### config.mk
export PLATFORM = sky130hd
export DESIGN_NAME = wb_multi_counter
export DESIGN_NICKNAME = d
export VERILOG_FILES = /design/src/rtl/wb_multi_counter.sv
export SDC_FILE = /design/constraint.sdc
export NUM_CORES = 1
export LEC_CHECK = 0
export BUFFER_PORTS_ARGS = -buffer_cell sky130_fd_sc_hd__buf_2
export CORE_UTILIZATION = 35
export CTS_BUF_LIST = sky130_fd_sc_hd__clkbuf_8
export CTS_CLUSTER_SIZE = 8
export DETAILED_ROUTE_END_ITERATION = 7
export SETUP_SLACK_MARGIN = 0.2
export SLEW_MARGIN = 25
export SYNTH_ARGS = -nofsm -noshare
export SYNTH_HDL_FRONTEND = slang
export SYNTH_SLANG_ARGS = --single-unit
### constraint.sdc
create_clock -name clk -period 7.92 [get_ports clk]
set_input_delay 1.98 -clock clk [delete_from_list [all_inputs] [get_ports clk]]
set_output_delay 1.98 -clock clk [all_outputs]
set_load 0.01 [all_outputs]
### src/rtl/wb_multi_counter.sv
// NCH independent BITS-wide up/down counters with limit, one-shot and sticky
// terminal-count flags, reached through a valid/ready register port.
module wb_multi_counter #(
    parameter int BITS   = 16,
    parameter int NCH    = 4,
    parameter int ADDR_W = 8
) (
    input  logic              clk,
    input  logic              reset,
    input  logic              valid,
    input  logic [3:0]        wstrb,
    input  logic [ADDR_W-1:0] addr,
    input  logic [31:0]       wdata,
    output logic              ready,
    output logic [31:0]       rdata,
    input  logic [BITS-1:0]   la_write,
    input  logic [BITS-1:0]   la_input,
    output logic [BITS-1:0]   count0,
    output logic              irq
);

    localparam int CW = ADDR_W - 4;

    typedef enum logic [1:0] {
        REG_COUNT  = 2'd0,
        REG_LIMIT  = 2'd1,
        REG_CTRL   = 2'd2,
        REG_STATUS = 2'd3
    } reg_e;

    logic [BITS-1:0] count_q [NCH];
    logic [BITS-1:0] limit_q [NCH];
    logic [BITS-1:0] count_d [NCH];
    logic [BITS-1:0] limit_d [NCH];
    logic [NCH-1:0]  en_q, down_q, oneshot_q, irq_en_q, tc_q;
    logic [NCH-1:0]  en_d, down_d, oneshot_d, irq_en_d, tc_d;
    logic [NCH-1:0]  tc_set;
    logic [NCH-1:0]  ch_hit;
    logic [NCH-1:0]  wr_hit;
    logic            access;
    logic            is_write;
    logic [CW-1:0]   ch_idx;
    reg_e            reg_sel;
    logic [31:0]     rd_val;
    logic [BITS-1:0] lane_mask;
    logic [BITS-1:0] wdata_bits;
    logic            unused_ok;

    // Upper address bits take part in the channel index so that any address
    // past the last channel decodes to nothing rather than aliasing.
    assign access     = valid && !ready;
    assign is_write   = access && (wstrb != 4'b0000);
    assign ch_idx     = addr[ADDR_W-1:4];
    assign reg_sel    = reg_e'(addr[3:2]);
    assign wr_hit     = is_write ? ch_hit : '0;
    assign wdata_bits = wdata[BITS-1:0];
    assign unused_ok  = &{1'b0, addr[1:0], wdata};

    always_comb begin
        lane_mask = '0;
        for (int b = 0; b < BITS; b++) begin
            lane_mask[b] = wstrb[b / 8];
        end
    end

    always_comb begin
        ch_hit = '0;
        rd_val = '0;
        for (int i = 0; i < NCH; i++) begin
            if (ch_idx == CW'(i)) begin
                ch_hit[i] = 1'b1;
                case (reg_sel)
                    REG_COUNT:  rd_val = 32'(count_q[i]);
                    REG_LIMIT:  rd_val = 32'(limit_q[i]);
                    REG_CTRL:   rd_val = {28'd0, irq_en_q[i], oneshot_q[i], down_q[i], en_q[i]};
                    REG_STATUS: rd_val = {31'd0, tc_q[i]};
                    default:    rd_val = '0;
                endcase
            end
        end
    end

    // Per channel: bus COUNT write beats LA load beats the count step; the step
    // always sees the en value from before any CTRL write on the same edge.
    always_comb begin
        tc_set    = '0;
        en_d      = en_q;
        down_d    = down_q;
        oneshot_d = oneshot_q;
        irq_en_d  = irq_en_q;
        tc_d      = tc_q;
        for (int i = 0; i < NCH; i++) begin
            count_d[i] = count_q[i];
            limit_d[i] = limit_q[i];

            if (wr_hit[i] && reg_sel == REG_COUNT) begin
                count_d[i] = (count_q[i] & ~lane_mask) | (wdata_bits & lane_mask);
            end else if (i == 0 && la_write != '0) begin
                count_d[i] = (count_q[i] & ~la_write) | (la_input & la_write);
            end else if (en_q[i]) begin
                if (!down_q[i]) begin
                    if (count_q[i] == limit_q[i]) begin
                        tc_set[i] = 1'b1;
                        if (oneshot_q[i]) en_d[i] = 1'b0;
                        else              count_d[i] = '0;
                    end else begin
                        count_d[i] = count_q[i] + 1'b1;
                    end
                end else begin
                    if (count_q[i] == '0) begin
                        tc_set[i] = 1'b1;
                        if (oneshot_q[i]) en_d[i] = 1'b0;
                        else              count_d[i] = limit_q[i];
                    end else begin
                        count_d[i] = count_q[i] - 1'b1;
                    end
                end
            end

            if (wr_hit[i] && reg_sel == REG_LIMIT) begin
                limit_d[i] = (limit_q[i] & ~lane_mask) | (wdata_bits & lane_mask);
            end

            if (wr_hit[i] && reg_sel == REG_CTRL && wstrb[0]) begin
                en_d[i]      = wdata[0];
                down_d[i]    = wdata[1];
                oneshot_d[i] = wdata[2];
                irq_en_d[i]  = wdata[3];
            end

            if (wr_hit[i] && reg_sel == REG_STATUS && wstrb[0] && wdata[0]) begin
                tc_d[i] = 1'b0;
            end
            if (tc_set[i]) begin
                tc_d[i] = 1'b1;
            end
        end
    end

    always_ff @(posedge clk or posedge reset) begin
        if (reset) begin
            ready     <= 1'b0;
            rdata     <= '0;
            en_q      <= '0;
            down_q    <= '0;
            oneshot_q <= '0;
            irq_en_q  <= '0;
            tc_q      <= '0;
            for (int i = 0; i < NCH; i++) begin
                count_q[i] <= '0;
                limit_q[i] <= '1;
            end
        end else begin
            ready     <= access;
            rdata     <= access ? rd_val : 32'd0;
            en_q      <= en_d;
            down_q    <= down_d;
            oneshot_q <= oneshot_d;
            irq_en_q  <= irq_en_d;
            tc_q      <= tc_d;
            for (int i = 0; i < NCH; i++) begin
                count_q[i] <= count_d[i];
                limit_q[i] <= limit_d[i];
            end
        end
    end

    assign count0 = count_q[0];
    assign irq    = |(tc_q & irq_en_q);

endmodule

After elaboration in Yosys (flattened, before gate mapping)
Index checks and enable logic that the tools add are counted.
Storage, ports and cells
  flip-flop bits (word level): 181
  input bits: 79
  output and inout port bits: 50
Cells by class
  add/sub/neg operators: 8
  equality and inequality tests: 23
  muxes and demuxes: 101
  bitwise gates (word level): 23
  reductions and logical operators: 53
Operators with widths (number)
  32-bit one-hot mux with 4 select lines: 4
  16-bit 2-to-1 mux: 29
  16-bit AND: 11
  32-bit 2-to-1 mux: 5
  16-bit bitwise OR: 9
  16-bit by 1-bit adder with 16-bit output, second input constant: 4
  16-bit equality test: 4
  16-bit zero test: 4
  16-bit by 1-bit subtractor with 16-bit output, second input constant: 4
  1-bit 2-to-1 mux: 62
  16-bit inverter: 2
  1-bit logical AND: 30
  4-bit != test, second input constant: 6
  16-bit nonzero test: 1
  2-bit nonzero test: 7
  3-bit AND reduction: 4
  5-bit by 4-bit != test with 1-bit output, second input constant: 2
  4-bit by 2-bit equality test with 1-bit output, second input constant: 2
  2-bit by 1-bit != test with 1-bit output, second input constant: 4
  4-bit AND: 1
  2-bit equality test, second input constant: 2
  4-bit by 1-bit equality test with 1-bit output, second input constant: 1
  4-bit zero test: 1
  4-bit 2-to-1 mux: 1
  other kinds (8): 8

Logic depth before layout (Yosys ltp)
Gate-level depths: netlist of the first run.
  depth after elaboration: 9
  mapped depth: 10
  depth with buffers taken out: 8

Worst setup path before layout of the first run
Ideal clock, no wire load.
  kind: in2reg
  from: input wstrb[0]
  to: register (tool-made name)
  setup time: 125 ps
  arrival time: 3844 ps
  data required time: 7795 ps
  setup slack: 3951 ps
  stages: 9
  buffers on the path: 4
  path through: buf_2 or4_1 buf_2 and4_1 buf_2 buf_4 a221oi_1 a221oi_1 mux2_2
RTL lines
  start: declaration: RTL line 11  | input logic [3:0] wstrb,

==> impl_results.md, run 1 <==
* First-pass GRT wire length at 81.2 mm
* Max Cap Viol at 0
* Worst Hold Class: register to register
* Initial Utilization at 35.7%
* DRC at 0
* Pins over their slew limit at 0
* Total track usage at 26.2%
* Fmax at 0.204 GHz
* Async SR Flop Fraction at 100%
* Port bufs at 94
* DP Area at 14400 sq um
* Cell Pwr Density at 202 nW/um^2
* Layout cell share with drive strength beyond 1 at 21.2%
* Data required, critical path at 8.30 ns
* Ys flop type: dfrtp_1
* Largest net degree at the start of global routing at 93
* Vias in the first global route at 12700
* Slew margin rel. at 25.8%
* Synth top area share at 18.2%
* Slew @ Worst Pin at 1.11 ns
* Root Driver: clkbuf_8
* DRT antenna net count at 0
* Hold_buf cts at 0
* Iter 0 DRT Violations at 1665
* Setup ws final at 3.02 ns
* Chip width at 201 um
* Total CTS buffers at 17
* Endpoints failing setup at 0
* Syn Inst Count at 1610
* DR pass1 iterations at 8
* Wire length per cell at 25.1 um
* Die area at 40400 sq um
* Period utilisation layout at 61.9%
* Io pins at 129
* Post-route cell area at 14800 sq um
* RePlAce Congestion at 0.976
* Worst Path Max Fanout at 21
* Status: finished, final reports clean
* Nature of the critical path startpoint: input port
* Most frequent cells in the layout: 119 x nand2_1, 101 x dfrtp_1, 93 x buf_2
* Critical path class: input port to register
* Total vias in the final route at 13300
* Post-DP HPWL at 37.6 mm
* Commonest non-fill, non-tap cell in the layout: nand2_1
* Final min period at 4.90 ns
* Yosys reg bits at 165
* CTS resizes at 0
* Final net count at 1668
* Placed Cells at 2076
* WL final at 52.8 mm
* Pleak at 5.82 nW
* Clock buffer depth at 2
* Clk sinks at 165
* Finished Layout Cells at 2109
* Cell variety after synth at 90
* Final setup TNS at 0 ns
* Postcts setup bufs at 0
* CTS tree: done
* Post-synthesis sequential area ratio at 30.4%
* Die height at 201 um
* CP endpoint kind: register
* DP Worst Slack at 2.57 ns
* Site Rows at 72
* Initial antenna violation count at 2
* Core Util, Final at 38.0%
* IR drop worst, VDD at 0.0000986 V
* H-tree Lvls at 4
* Synth area leaders: dfrtp_1 18%, dfstp_2 12%, mux2_2 6.7%
* GRT overflow at 0
* Worst skew pair latency at 0.50 ns
* Netlist Area Pre-Place at 13900 sq um
* Syn. warnings at 0
* RSZ-0062 raised after global routing: false
* Mean Syn Cell Area at 8.61 sq um
* Number of enable flip-flop cells after synthesis at 0
* Area Growth Syn to Fin at 6.37%
* Area leader, netlist: dfrtp_1
* Drt via density at 6.33
* Area of the core at 38800 sq um
* Clock Skew at 0.0266 ns
* Crit path DAT at 5.28 ns
* Clock Pin Slew Worst Setup and Hold Paths at 0.10 ns
* Fin. Hold Viols at 0
-- power breakdown --
group | internal [mW] | leakage (nW) | total [mW] | switching [mW]
registers | 0.966 | 1.98 | 1.31 | 0.342
clock network | 0.231 | 0.190 | 0.633 | 0.402
logic | 0.469 | 3.65 | 1.04 | 0.567
total | 1.67 | 5.82 | 2.98 | 1.31
-- final cells by class --
cell class                 instances  area (sq um)
inverter                          51           196
antenna                            1          2.50
sequential                       165          4210
clock inverter                    15           143
tap                              518           648
multi-input combinational       1231          8710
clock buffer                      17           234
timing repair buffer             111           604
fill                            3960         24100
-- per-stage QoR --
stage	hold WS, ns	power, mW
4_1_cts	0.518	2.96
5_1_grt	0.525	3.13
3_3_place_gp	0.494	2.30
2_1_floorplan	0.474	2.04
6_report	0.522	2.98
3_5_place_dp	0.503	2.32
-- path summary, 6_finish.rpt --
check / slack (ns) / endpoint / from / cells past startpoint
max: 3.02 / register / valid / 7
max in group asynchronous: 5.08 / async pin / reset / 3
max reg2reg: 4.09 / register / ready / 6
min: 0.52 / register / register / 2
min reg2reg: 0.52 / register / register / 2
min in group asynchronous: 1.65 / async pin / reset / 2
-- worst max-delay path: stages --
cell      delay (ns)
buf_2           0.08
nand2b_1        0.38
inv_1           0.81
nand4_1         0.71
nand2_1         0.72
o221ai_1        0.25
mux2_1          0.34
-- Yosys cell counts (6+ instances only) --
library cell,instances
o21a_1,6
o31ai_1,15
xor2_1,43
nand2_1,119
o2bb2ai_1,9
ha_1,12
dfrtp_1,101
inv_1,50
clkbuf_1,97
o21ai_0,83
dfstp_2,64
a221oi_1,13
nor3b_1,7
o211ai_1,21
o21ai_1,22
a32o_1,9
o22ai_1,24
nor4_1,25
nand4_1,50
a22o_1,8
mux2_2,83
buf_1,11
and4_1,17
mux2i_1,50
nor2_1,84
or4_1,8
nand3_1,59
a211o_1,13
a31oi_1,17
nor4_2,7
a211oi_1,27
buf_2,34
nor3_1,51
and3_1,13
a2bb2oi_1,8
a21o_1,6
and2_1,8
or3_1,9
o32ai_1,6
mux4_2,7
buf_4,35
xnor2_1,90
a21oi_1,70
o221ai_1,20
-- kinds of logic (layout without fill, tap and decap cells) --
| group | after synthesis | after routing | synth area share, % |
|---|---|---|---|
| AOI/OAI and AO/OA | 425 | 425 | 21.1 |
| xor gates and xnor gates | 133 | 133 | 8.40 |
| adders and majority gates | 12 | 12 | 1.08 |
| buffers and inverters | 229 | 194 | 7.51 |
| DFF | 165 | 165 | 30.4 |
| muxes | 143 | 143 | 11.7 |
| other | 1 | 17 | 0.0270 |
| and+or+nand+nor | 502 | 502 | 19.8 |
-- metal layers --
metal  track usage, %  routed length, um
met1             36.9              22700
met2             38.6              22800
met3             5.21               5150
met4             11.1               2220
met5                0                  0
(Power assumes the default switching activity.)
==> run 2: changes to the inputs <==
Settings changed: ABC_AREA from default to 1.
Clock period 7.92 ns to 5.1 ns, I/O delays scaled along.
==> run 2 against run 1 <==
  * First-iteration DRC count decreased by 8.0%
  * Clock power increased by 80%
  * Flip-flop and latch count unchanged
  * Clock skew decreased by 0.0040 ns
  * Critical path depth increased by 1
  * Synthesized cell count increased by 47%
  * Final cell count increased by 38%
  * Via count increased by 20%
  * Die area increased by 6.6%
  * Wire length increased by 14%
  * Global-route usage increased by 1.5 points
==> impl_results.md, run 2 <==
* Area Growth Syn to Fin at 6.25%
* Commonest non-fill, non-tap cell in the layout: nand2_1
* IR drop worst, VDD at 0.000190 V (+93%)
* Total vias in the final route at 16000 (+20%)
* Die area at 43100 sq um (+6.6%)
* Endpoints failing setup at 0 (unchanged)
* Post-DP HPWL at 44.2 mm (+17%)
* Root Driver: clkbuf_8
* Drt via density at 5.49 (-13%)
* Clock Pin Slew Worst Setup and Hold Paths at 0.11 ns (about the same)
* DR WL met2 at 27.5 mm (+21%)
* Site Rows at 74 (+2.8%)
* Final min period at 3.52 ns
* Final setup TNS at 0 ns (unchanged)
* Worst Path Max Fanout at 28 (+33%)
* CP max stage cell: nand2_1
* Post-synthesis sequential area ratio at 28.5% (-1.9 points)
* Synth top area share at 18.6% (+0.35 points)
* Largest net degree at the start of global routing at 166 (+78%)
* DR pass1 iterations at 6 (-2)
* Final net count at 2454 (+47%)
* Cells along the critical path: buf_2 -> inv_1 -> nand2_1 -> inv_2 -> a22oi_1 -> a21oi_1 -> a211oi_1 -> nor2_1
* DRT antenna net count at 0 (unchanged)
* Clock buffer depth at 2 (unchanged)
* Vias in the first global route at 14800 (+17%)
* Data required, critical path at 5.48 ns (-2.82 ns)
* Slew margin rel. at 39.0% (+13 points)
* Max Used Layer: met5
* Period utilisation layout at 69.0%
* Area leader, netlist: nand2_1
* Iter 0 DRT Violations at 1531 (-8.0%)
* Ys flop type: dfrtp_1
* Most frequent cell after synthesis: nand2_1
* WL final at 60.2 mm (+14%)
* CP peak stage delay at 0.67 ns (-0.14 ns)
* Number of enable flip-flop cells after synthesis at 0 (unchanged)
* Chip width at 208 um (+3.3%)
* Metal-1 WL at 25.0 mm (+10%)
* CP top delay family: compound AO/OA/AOI/OAI gates
* Die height at 208 um (+3.3%)
* Syn. warnings at 0 (unchanged)
* Initial antenna violation count at 1 (-1)
* Max Cap Viol at 0 (unchanged)
* Buf+Inv Stages, Crit Path at 3 (+1)
* Worst skew pair latency at 0.52 ns (+0.02 ns)
* Syn Inst Count at 2367 (+47%)
* Fin. Hold Viols at 0 (unchanged)
* Commonest cells post-synth: 732 x nand2_1, 280 x nor2_1, 229 x inv_1
* Port bufs at 94 (unchanged)
* Slew @ Worst Pin at 0.913 ns (-0.198 ns)
* Nature of the critical path startpoint: input port
* Post-route cell area at 15700 sq um (+6.6%)
* DRC at 0 (unchanged)
* Async SR Flop Fraction at 100% (unchanged)
* CP endpoint kind: register
* Total power at 5.76 mW (+94%)
* Status: finished, final reports clean
* Total CTS buffers at 17 (unchanged)
* Cell variety after synth at 55 (-39%)
* First-pass GRT wire length at 90.7 mm (+12%)
* Hold_buf cts at 0 (unchanged)
* Mean Syn Cell Area at 6.25 sq um (-27%)
* Crit path DAT at 3.90 ns (-1.38 ns)
* Clk sinks at 165 (unchanged)
* Clock Skew at 0.0226 ns (-0.00403 ns)
* CTS resizes at 0 (unchanged)
* Fmax at 0.284 GHz
* Netlist Area Pre-Place at 14800 sq um (+6.7%)
* H-tree Lvls at 4 (unchanged)
* Area of the core at 41300 sq um (+6.4%)
* Pins over their slew limit at 0 (unchanged)
* Most frequent cells in the layout: 732 x nand2_1, 280 x nor2_1, 228 x inv_1
* RSZ-0062 raised after global routing: false
* Postcts setup bufs at 0 (unchanged)
* DP Area at 15300 sq um (+6.4%)
* Yosys reg bits at 165 (unchanged)
* RePlAce Congestion at 1.04 (+6.1%)
* Worst Hold Class: register to register
* Initial Utilization at 35.8% (+0.11 points)
* Io pins at 129 (unchanged)
* CTS tree: done
* Pleak at 7.58 nW (+30%)
* Cell Pwr Density at 366 nW/um^2 (+82%)
* Critical path class: input port to register
* Wire length per cell at 20.7 um (-17%)
* Met3 wire len at 4.16 mm (-19%)
* Total track usage at 27.7% (+1.5 points)
* Layout cell share with drive strength beyond 1 at 11.7% (-9.5 points)
* Synth area leaders: nand2_1 19%, dfrtp_1 17%, dfstp_2 11%
* GRT overflow at 0 (unchanged)
[run 2: cell count changes in the layout (fill, tap and decap cells not counted), sizes merged, moves of 35 or more]
cell	delta
xnor2	-89
nor4	-35
mux2i	-50
nor2	+215
nand2	+632
inv	+192
o21ai	+101
xor2	+59
mux2	-86
nand3	+118
[run 2: cell type report]
type                            instances  area, sq um
Antenna cell                            2         5.00
Clock buffer                           18          248
Clock inverter                         14          188
Fill cell                            4558        25600
Inverter                              250          952
Multi-Input combinational cell       1827         8910
Sequential cell                       165         4210
Tap cell                              532          666
Timing Repair Buffer                  102          543
[run 2: worst reg2reg max path, stage by stage (launching register included)]
cell and delay, ns:
dfrtp_1 0.40, nor2_2 0.43, nand2_4 0.20, nor2_4 0.21, nand2_2 0.34, inv_1 0.54, nand2_1 0.17, nand4_2 0.25
nand2_1 0.08, nand2_1 0.07
[run 2: kinds of logic after synthesis]
logic type	count (synthesis)	share of synthesized area, %
xor gates and xnor gates	103	6.10
buffers and inverters	390	11.7
AOI/OAI and AO/OA	379	14.1
adders and majority gates	12	1.01
other	1	0.0253
DFF	165	28.5
and+or+nand+nor	1317	38.6
[run 2: final timing paths]
path,from,endpoint,slack (ns),cells after the start
min in group asynchronous,reset,async pin,1.03,3
min reg2reg,register,register,0.51,2
max reg2reg,ready,register,2.36,9
min,register,register,0.51,2
max,addr[3],rdata[10],1.58,8
max in group asynchronous,reset,async pin,3.43,3
[run 2: where the power goes]
group          leakage [nW]  total, mW  switching (mW)  internal, mW
Sequential             1.96       2.01           0.472          1.53
Clock                 0.223       1.14           0.631         0.514
Combinational          5.40       2.61            1.72         0.888
Total                  7.58       5.76            2.82          2.94
[run 2: per-layer routing]
| layer | track usage [%] | vias up |
|---|---|---|
| met5 | 0 | - |
| met4 | 16.1 | 2 |
| met3 | 4.21 | 141 |
| met2 | 44.3 | 702 |
| met1 | 35.4 | 7591 |
| li1 | - | 7550 |
[run 2: stage by stage]
stage               setup WS [ns]  util [%]  std cells  hold slack (ns)
floorplan                    1.78         -       2382            0.453
global placement             1.17      37.0       2876            0.467
CTS                          1.71      38.1       2908            0.509
detailed placement           1.16      37.0       2876            0.494
finish                       1.58      38.1       2910            0.509
global route                 1.58      38.1       2908            0.522
==> run 3: changes to the inputs <==
Clock period 5.1 ns to 3.2 ns, I/O delays scaled along.
==> run 3 against run 2 <==
  * First-iteration DRC count up 1.8%
  * Final cell count up 1.1%
  * Clock skew down 0.0036 ns
  * Wire length up 1.8%
  * Worst setup slack worse by 0.90 ns
  * Clock-buffer cell count down 1
  * Via count up 0.74%
  * Register-to-register slack worse by 1.7 ns
  * Utilization up 0.57 points
  * Flip-flop and latch count unchanged
  * Worst hold slack worse by 0.22 ns
  * Largest power group unchanged
==> impl_results.md, run 3 (synthesis results as in run 2) <==
* Worst Hold Class: input port to async pin
* Max Used Layer: met5
* RePlAce Congestion at 1.05 (+1.6%)
* Root Driver: clkbuf_8
* Initial antenna violation count at 3 (+2)
* Endpoints failing setup at 0 (unchanged)
* Worst R2R Setup Slack at 0.68 ns (-1.68 ns)
* CP endpoint kind: register
* Fin. Hold Viols at 0 (unchanged)
* Cell Pwr Density at 571 nW/um^2 (+56%)
* Max Cap Viol at 0 (unchanged)
* CP peak stage delay at 0.58 ns (-0.09 ns)
* Buf+Inv Stages, Crit Path at 1 (-2)
* Final setup TNS at 0 ns (unchanged)
* Clock Skew at 0.0189 ns (-0.00364 ns)
* Port bufs at 94 (unchanged)
* Pins over their slew limit at 0 (unchanged)
* Worst setup path end: en_q[3]
* Core Util, Final at 38.6% (+0.57 points)
* Clock buffer depth at 2 (unchanged)
* DRT antenna net count at 0 (unchanged)
* Initial Utilization at 35.8% (unchanged)
* Cells along the critical path: inv_1 -> nand2_1 -> nand2_1 -> nor3_1 -> nand2_1 -> nor2_1 -> nand2_1 -> nand2_1 -> nand2_1 -> o21ai_0 -> o21bai_1
* Stages on worst setup path at 11 (+3)
* FF-to-FF End: en_q[3]
* Placed Cells at 2907 (+1.1%)
* Crit path DAT at 2.91 ns (-0.99 ns)
* Area of the core at 41300 sq um (unchanged)
* Met3 wire len at 4.64 mm (+11%)
* Drt via density at 5.48 (-0.32%)
* Final min period at 2.52 ns
* Data required, critical path at 3.59 ns (-1.89 ns)
* GRT overflow at 0 (unchanged)
* CTS resizes at 0 (unchanged)
* Most frequent cell on the critical path: nand2_1
* Total CTS buffers at 17 (unchanged)
* Vias in the first global route at 15100 (+1.9%)
* Area Growth Syn to Fin at 7.85%
* Hold_buf cts at 0 (unchanged)
* Slew margin rel. at 47.2% (+8.2 points)
* Status: finished, final reports clean
* Nature of the critical path startpoint: register
* Iter 0 DRT Violations at 1558 (+1.8%)
* Site Rows at 74 (unchanged)
* Layout cell share with drive strength beyond 1 at 12.9% (+1.1 points)
* Postcts setup bufs at 0 (unchanged)
* Worst Path Max Fanout at 16 (-43%)
* IR drop worst, VDD at 0.000216 V (+14%)
* Chip width at 208 um (unchanged)
* Pleak at 7.73 nW (+2.0%)
* Finished Layout Cells at 2941 (+1.1%)
* DR pass1 iterations at 8 (+2)
* Period utilisation layout at 78.8%
* Critical path class: register to register
* Clock Pin Slew Worst Setup and Hold Paths at 0.12 ns (about the same)
* Die area at 43100 sq um (unchanged)
* Worst skew pair latency at 0.52 ns (about the same)
* Fmax at 0.397 GHz
* Commonest non-fill, non-tap cell in the layout: nand2_1
* Total track usage at 28.5% (+0.88 points)
* Most frequent cells in the layout: 732 x nand2_1, 280 x nor2_1, 228 x inv_1
* CP top delay family: simple AND/OR/NAND/NOR gates
* RSZ-0062 raised after global routing: false
* DRC at 0 (unchanged)
* Final net count at 2485 (+1.3%)
* WL final at 61.3 mm (+1.8%)
* Wire length per cell at 20.8 um (+0.70%)
* Die height at 208 um (unchanged)
* Largest net degree at the start of global routing at 70 (-58%)
* H-tree Lvls at 4 (unchanged)
* Total vias in the final route at 16100 (+0.74%)
* CTS tree: done
* Cell count of the worst reg-to-reg path at 11 (+2)
* Filler cells at 4473 (-1.9%)
* First-pass GRT wire length at 93.6 mm (+3.2%)
* Metal-1 WL at 25.8 mm (+3.0%)
* DR WL met2 at 27.3 mm (-0.83%)
* Post-DP HPWL at 46.1 mm (+4.4%)
* Clk sinks at 165 (unchanged)
* Io pins at 129 (unchanged)
* CP max stage cell: dfrtp_1
* Slew @ Worst Pin at 0.791 ns (-0.122 ns)
## run 3: changes by cell type in the layout (fill, tap and decap cells not counted), moves of 2 or more
cell       change
clkinv_8       +2
buf_4         +29
bufinv_16      -2
inv_8          +3
buf_12         +2
## run 3: worst min-delay path by stage
stage	cells past startpoint	from	to
after floorplan	2	irq_en_q[2]	irq_en_q[2]
after global placement	2	irq_en_q[2]	irq_en_q[2]
after detailed placement	2	irq_en_q[2]	irq_en_q[2]
after CTS	2	reset	async pin
after global routing	2	reset	async pin
final	2	reset	async pin
## run 3: stage by stage
| stage | hold slack [ns] | instance area [sq um] | power [mW] | setup WS (ns) |
|---|---|---|---|---|
| after floorplan | 0.453 | 14900 | 6.20 | 0.353 |
| after global placement | 0.466 | 15500 | 7.31 | 0.383 |
| after detailed placement | 0.483 | 15500 | 7.33 | 0.377 |
| after CTS | 0.289 | 16000 | 9.04 | 0.737 |
| after global routing | 0.320 | 16000 | 9.78 | 0.482 |
| final | 0.292 | 16000 | 9.11 | 0.678 |
## run 3: layer usage
layer  track usage (%)  up-vias
met5                 0        -
met3              4.24      143
met1              37.5     7600
met4              16.4        2
met2              44.7      747
li1                  -     7613
## run 3: report_power, final
group	total (mW)	leakage [nW]	internal (mW)	switching, mW
Combinational	4.21	5.56	1.44	2.77
Sequential	3.19	1.96	2.45	0.742
Clock	1.71	0.211	0.668	1.04
## run 3: cell type report
type                            instances  area [sq um]  area share [%]
Inverter                              250           952            5.97
Antenna cell                            2          5.00          0.0314
Multi-Input combinational cell       1827          8910            55.8
Timing Repair Buffer                  133           801            5.02
Tap cell                              532           666            4.17
Clock buffer                           17           234            1.47
Clock inverter                         15           180            1.13
Sequential cell                       165          4210            26.4
